==> config.mk <==
export PLATFORM = sky130hd
export DESIGN_NAME = div_unit
export DESIGN_NICKNAME = d
export VERILOG_FILES = /design/src/rtl/div_pkg.sv /design/src/rtl/div_step.sv /design/src/rtl/div_unit.sv
export SDC_FILE = /design/constraint.sdc
export NUM_CORES = 1
export LEC_CHECK = 0
export CORE_MARGIN = 10
export CORE_UTILIZATION = 43
export DETAILED_ROUTE_END_ITERATION = 8
export GPL_TIMING_DRIVEN = 0
export PLACE_DENSITY_LB_ADDON = 0.08
export SYNTH_ARGS = -nofsm -noshare
export SYNTH_HDL_FRONTEND = slang
export SYNTH_SLANG_ARGS = --single-unit
==> constraint.sdc <==
create_clock -name clk -period 8.3 [get_ports clk]
set_clock_uncertainty 0.05 [all_clocks]
set_input_delay 1.66 -clock clk [delete_from_list [all_inputs] [get_ports clk]]
set_output_delay 1.66 -clock clk [all_outputs]
set_load 0.02 [all_outputs]
==> src/rtl/div_pkg.sv <==
// Shared state type, default operand width and result field layout for the iterative divider.
package div_pkg;
  localparam int DIV_W    = 32;
  localparam int LO_FIELD = 0;   // quotient occupies the low WIDTH bits of the result
  localparam int HI_FIELD = 1;   // remainder occupies the high WIDTH bits of the result

  typedef enum logic [1:0] {
    IDLE = 2'd0,
    BUSY = 2'd1,
    DONE = 2'd2
  } div_state_e;
endpackage

==> src/rtl/div_step.sv <==
// One restoring-division iteration: shift {rem,quot} left by one, trial-subtract the divisor,
// and record the quotient bit in the vacated LSB.
module div_step
  import div_pkg::*;
#(
  parameter int WIDTH = DIV_W
) (
  input  logic [WIDTH-1:0] rem_i,
  input  logic [WIDTH-1:0] quot_i,
  input  logic [WIDTH-1:0] divisor_i,
  output logic [WIDTH-1:0] rem_o,
  output logic [WIDTH-1:0] quot_o
);
  logic [WIDTH:0] shifted;
  logic [WIDTH:0] diff;

  assign shifted = {rem_i, quot_i[WIDTH-1]};
  // The partial remainder stays below the divisor, so bit WIDTH of diff is a clean borrow flag.
  assign diff    = shifted - {1'b0, divisor_i};
  assign rem_o   = diff[WIDTH] ? shifted[WIDTH-1:0] : diff[WIDTH-1:0];
  assign quot_o  = {quot_i[WIDTH-2:0], ~diff[WIDTH]};
endmodule

==> src/rtl/div_unit.sv <==
// Multi-cycle restoring divider (DIV/DIVU) returning {remainder, quotient}; stalls the pipeline while busy.
// Optional DIV_EARLY_OUT_EN: finish in one cycle when |dividend| < |divisor|.
module div_unit
  import div_pkg::*;
#(
  parameter int WIDTH = DIV_W
) (
  input  logic               clk,
  input  logic               rst,
  input  logic               start_i,
  input  logic               signed_i,
  input  logic               annul_i,
  input  logic [WIDTH-1:0]   a_i,
  input  logic [WIDTH-1:0]   b_i,
  output logic               stall_div,
  output logic               ready_o,
  output logic [2*WIDTH-1:0] result_o
);
  localparam int CW = $clog2(WIDTH);

  div_state_e         state_q, state_d;
  logic [CW-1:0]      count_q, count_d;
  logic [WIDTH-1:0]   rem_q, rem_d;
  logic [WIDTH-1:0]   quot_q, quot_d;
  logic [WIDTH-1:0]   divisor_q, divisor_d;
  logic               quot_neg_q, quot_neg_d;
  logic               rem_neg_q, rem_neg_d;
  logic [2*WIDTH-1:0] result_q, result_d;

  logic               a_neg, b_neg, accept, early_out;
  logic [WIDTH-1:0]   a_mag, b_mag;
  logic [WIDTH-1:0]   step_rem, step_quot, rem_fix, quot_fix;
  logic [2*WIDTH-1:0] final_res;

  assign a_neg  = signed_i & a_i[WIDTH-1];
  assign b_neg  = signed_i & b_i[WIDTH-1];
  assign a_mag  = a_neg ? -a_i : a_i;
  assign b_mag  = b_neg ? -b_i : b_i;
  assign accept = (state_q == IDLE) & start_i & ~annul_i;

`ifdef DIV_EARLY_OUT_EN
  assign early_out = (b_i != '0) && (a_mag < b_mag);
`else
  assign early_out = 1'b0;
`endif

  div_step #(.WIDTH(WIDTH)) u_step (
    .rem_i     (rem_q),
    .quot_i    (quot_q),
    .divisor_i (divisor_q),
    .rem_o     (step_rem),
    .quot_o    (step_quot)
  );

  // Sign fix-up is applied on the way out so the iteration only ever sees magnitudes.
  assign quot_fix = quot_neg_q ? -quot_q : quot_q;
  assign rem_fix  = rem_neg_q  ? -rem_q  : rem_q;
  assign final_res[HI_FIELD*WIDTH +: WIDTH] = rem_fix;
  assign final_res[LO_FIELD*WIDTH +: WIDTH] = quot_fix;

  assign stall_div = accept | (state_q == BUSY);
  assign ready_o   = (state_q == DONE) & ~annul_i;
  assign result_o  = ready_o ? final_res : result_q;

  always_comb begin
    state_d    = state_q;
    count_d    = count_q;
    rem_d      = rem_q;
    quot_d     = quot_q;
    divisor_d  = divisor_q;
    quot_neg_d = quot_neg_q;
    rem_neg_d  = rem_neg_q;
    result_d   = result_q;
    case (state_q)
      IDLE: begin
        if (accept) begin
          divisor_d  = b_mag;
          count_d    = CW'(WIDTH - 1);
          quot_neg_d = a_neg ^ b_neg;
          rem_neg_d  = a_neg;
          if (b_i == '0) begin
            // Divide by zero bypasses fix-up: raw dividend and all-ones quotient.
            rem_d      = a_i;
            quot_d     = '1;
            quot_neg_d = 1'b0;
            rem_neg_d  = 1'b0;
            state_d    = DONE;
          end else if (early_out) begin
            rem_d   = a_mag;
            quot_d  = '0;
            state_d = DONE;
          end else begin
            rem_d   = '0;
            quot_d  = a_mag;
            state_d = BUSY;
          end
        end
      end
      BUSY: begin
        if (annul_i) begin
          state_d = IDLE;
        end else begin
          rem_d  = step_rem;
          quot_d = step_quot;
          if (count_q == '0) begin
            state_d = DONE;
          end else begin
            count_d = count_q - 1'b1;
          end
        end
      end
      DONE: begin
        state_d = IDLE;
        if (!annul_i) begin
          result_d = final_res;
        end
      end
      default: state_d = IDLE;
    endcase
  end

  always_ff @(posedge clk or negedge rst) begin
    if (!rst) begin
      state_q    <= IDLE;
      count_q    <= '0;
      rem_q      <= '0;
      quot_q     <= '0;
      divisor_q  <= '0;
      quot_neg_q <= 1'b0;
      rem_neg_q  <= 1'b0;
      result_q   <= '0;
    end else begin
      state_q    <= state_d;
      count_q    <= count_d;
      rem_q      <= rem_d;
      quot_q     <= quot_d;
      divisor_q  <= divisor_d;
      quot_neg_q <= quot_neg_d;
      rem_neg_q  <= rem_neg_d;
      result_q   <= result_d;
    end
  end
endmodule
==> run summary <==
largest net degree at the start of global routing: 88
Register Area: 4229 um^2
worst hold margin: 0.4291 ns
Avg Vias per Cell: 5.708
fillers: 2,557
Max clock buf depth: 2
routed vias: 10,890
HP Start: divisor_q[21]
I/O pin cnt: 135
Total GRT Usage: 22.59%
routed wire length: 38,460 um
CTS Buf Count: 17
worst reg2reg setup slack: 4.33 ns
cell area after synthesis: 11,490 um^2
Max Cap Viol: 0
Reg2Reg Depth: 12
Congestion Overflow GR: 0
critical path peak fanout: 10
Synth Net Count: 1,512
kind of cell adding the most delay to the critical path: buffers and inverters
post-synthesis mux area share: 0.8057%
initial core utilization: 43.85%
most common cell after layout, fill and taps aside: dfrtp_1
Synth Register Bits: 169
Critical Path End Type: output pin
adder-cell area share of the yosys netlist: 4.312%
WP data required: 6.59 ns
hold path cells: 2
Area Overhead vs Synth: 20.93%
initial antenna violation count: 2
post-synthesis xor/xnor area fraction: 11.20%
Skew-Pair Late Insertion Delay: 0.44 ns
Worst Path Class, Setup: primary input to output pin
Critical Path Most Common Cell: clkbuf_1
die height: 183.5 um
relative slew slack: 39.01%
Max stage delay cell, worst path: clkdlybuf4s50_1
DRT Pass-1 Iters: 5
Max VDD drop: 191.0 uV
residual DRC count: 0
Pwr Density: 371.0 nW/um^2
Final Core Density: 53.02%
IO Port Bufs: 133
run status: complete, no violations
worst-margin pin slew: 0.9071 ns
Max Fclk: 148.6 MHz
Die X: 183.5 um
clock sink total: 169
FP Rows: 59
Post-synth EDFFs: 0
sequential fraction of the synthesis area: 36.80%
Routed Antenna Nets: 0
CTS tree: built
Post-CTS Setup Bufs: 0
RePlAce Congestion: 0.9429
HP Class: flip-flop to flip-flop
wire length per cell: 20.16 um
CP startpoint kind: primary input
Starting DRT DRC Count: 1,049
Tcrit/Tclk final: 81.10%
Post-CTS Hold Fix Bufs: 0
Largest stage delay, worst path: 0.69 ns
Setup-failing EPs final: 0
CP bufs+invs: 5
most frequent cells in the layout: dfrtp_1, nand2_1, o21ai_0, clkdlybuf4s50_1, a21oi_1
Post-Synthesis Cells: 1,404
hpwl dp: 30,690 um
worst reg2reg endpoint: rem_q[29]
ys async rst share: 100.0%
Worst EP arrival: 5.02 ns
Distinct cells, synth: 62
Pleak: 5.695 nW
Reg clk slew, reported paths: 0.07 ns
r2r startpoint: quot_q[31]
Core Footprint: 26,210 um^2
area of the multi-input gates: 6721 um^2
final hold violations: 0
unrepaired setup endpoints after global routing: false
simple-gate share of the synthesized area: 18.36%
Main synth FF type: dfrtp_1
CTS resizes: 0
number of global-route vias before repair: 10,830
clock root cell: clkbuf_16
Compound-Gate Fraction of Synth Area: 23.76%
Slew Viols, Final: 0
min cycle time layout: 6.731 ns
Mapped Avg Cell Area: 8.184 um^2
Net count, final: 1,666
H-tree levels: 4
layout cells sized above 1: 3.756%
Worst Hold End: divisor_q[21]
largest family of logic cells by synthesized area: compound AO/OA/AOI/OAI gates
first-pass GRT wire length: 60,390 um
yosys warns: 0
die footprint: 33,660 um^2
worst-path cell chain: clkdlybuf4s50_1 > nor2_1 > nand2_1 > clkbuf_1 > clkbuf_1 > clkbuf_1 > nand2_1 > o21ai_0 > clkdlybuf4s50_1
-- worst min-delay path: cells and delay by family (launching register included) --
kind             cells  cell delay (ns)
AO/OA/AOI/OAI        1             0.06
AND/OR/NAND/NOR      1             0.04
flip-flops           1             0.35
-- sequential cells by signal (all words and copies together), names as in the netlist --
signal / cells
divisor_q: 32
state_q: 2
result_q: 64
quot_q: 32
count_q: 5
quot_neg_q: 1
rem_neg_q: 1
rem_q: 32
-- where the power goes --
part	switching, mW	internal, mW	leakage, nW
sequential	0.347	1.14	2.05
combinational	1.72	1.13	3.35
clock	0.394	0.432	0.293
-- worst max-delay path by stage --
stage	startpoint	to	depth (start not counted)
CTS	annul_i	result_o[56]	9
floorplan	rem_q[6]	result_o[62]	9
global placement	rst	result_q[53]	1
global route	annul_i	result_o[56]	9
finish	annul_i	result_o[62]	9
detailed placement	annul_i	result_o[56]	9
-- area by class of cell --
class	count	area share, %
multi-input cells	1099	48.37
plain buffers	84	2.530
clock inverters	15	1.252
diodes	2	0.03602
inverters	52	1.405
well taps	335	3.016
flip-flops and latches	169	30.43
repair buffers	135	9.896
clock buffers	17	3.061
-- metal layers --
metal  routed length, um  global-route usage (%)  vias up
met5                   0                       0        -
li1                    -                       -     5341
met4                1241                   9.246        0
met1               16900                   28.81     5165
met3                2104                   3.162       55
met2               18210                   37.71      329
-- per-stage QoR --
step	power, mW	setup slack (ns)	setup TNS [ns]	instances	area [um^2]
floorplan	3.285	3.527	0	1404	11490
global placement	4.286	-1.765	-295.52	1872	13240
detailed placement	4.316	1.595	0	1874	13290
CTS	5.152	1.581	0	1906	13890
global route	5.543	1.399	0	1908	13900
finish	5.155	1.569	0	1908	13900
-- cells in the mapped netlist (all sizes together) (13+ instances only) --
library cell,n,area (um^2)
inv,52,195.2
or4,21,165.2
o31ai,26,195.2
o21ai,169,845.8
clkbuf,70,262.8
nor3,40,200.2
nand2b,14,87.58
xor2,94,823.3
o41ai,16,140.1
nor2b,13,81.33
a21o,19,142.6
dfrtp,169,4229
nand3,26,130.1
ha,38,475.5
nor2,102,399.1
buf,14,88.84
nor4,17,131.4
a31oi,39,244.0
nand2,168,633.1
xnor2,53,464.2
a21oi,130,650.6
-- cell families (layout without fill, tap and decap cells) --
kind of cell | Yosys count | in the layout
flops | 169 | 169
xor+xnor | 147 | 147
fa+ha+maj | 39 | 39
buf+inv | 136 | 303
compound gates | 462 | 462
simple gates | 442 | 442
other cells | 0 | 2
mux | 9 | 9
(Power assumes the default switching activity.)
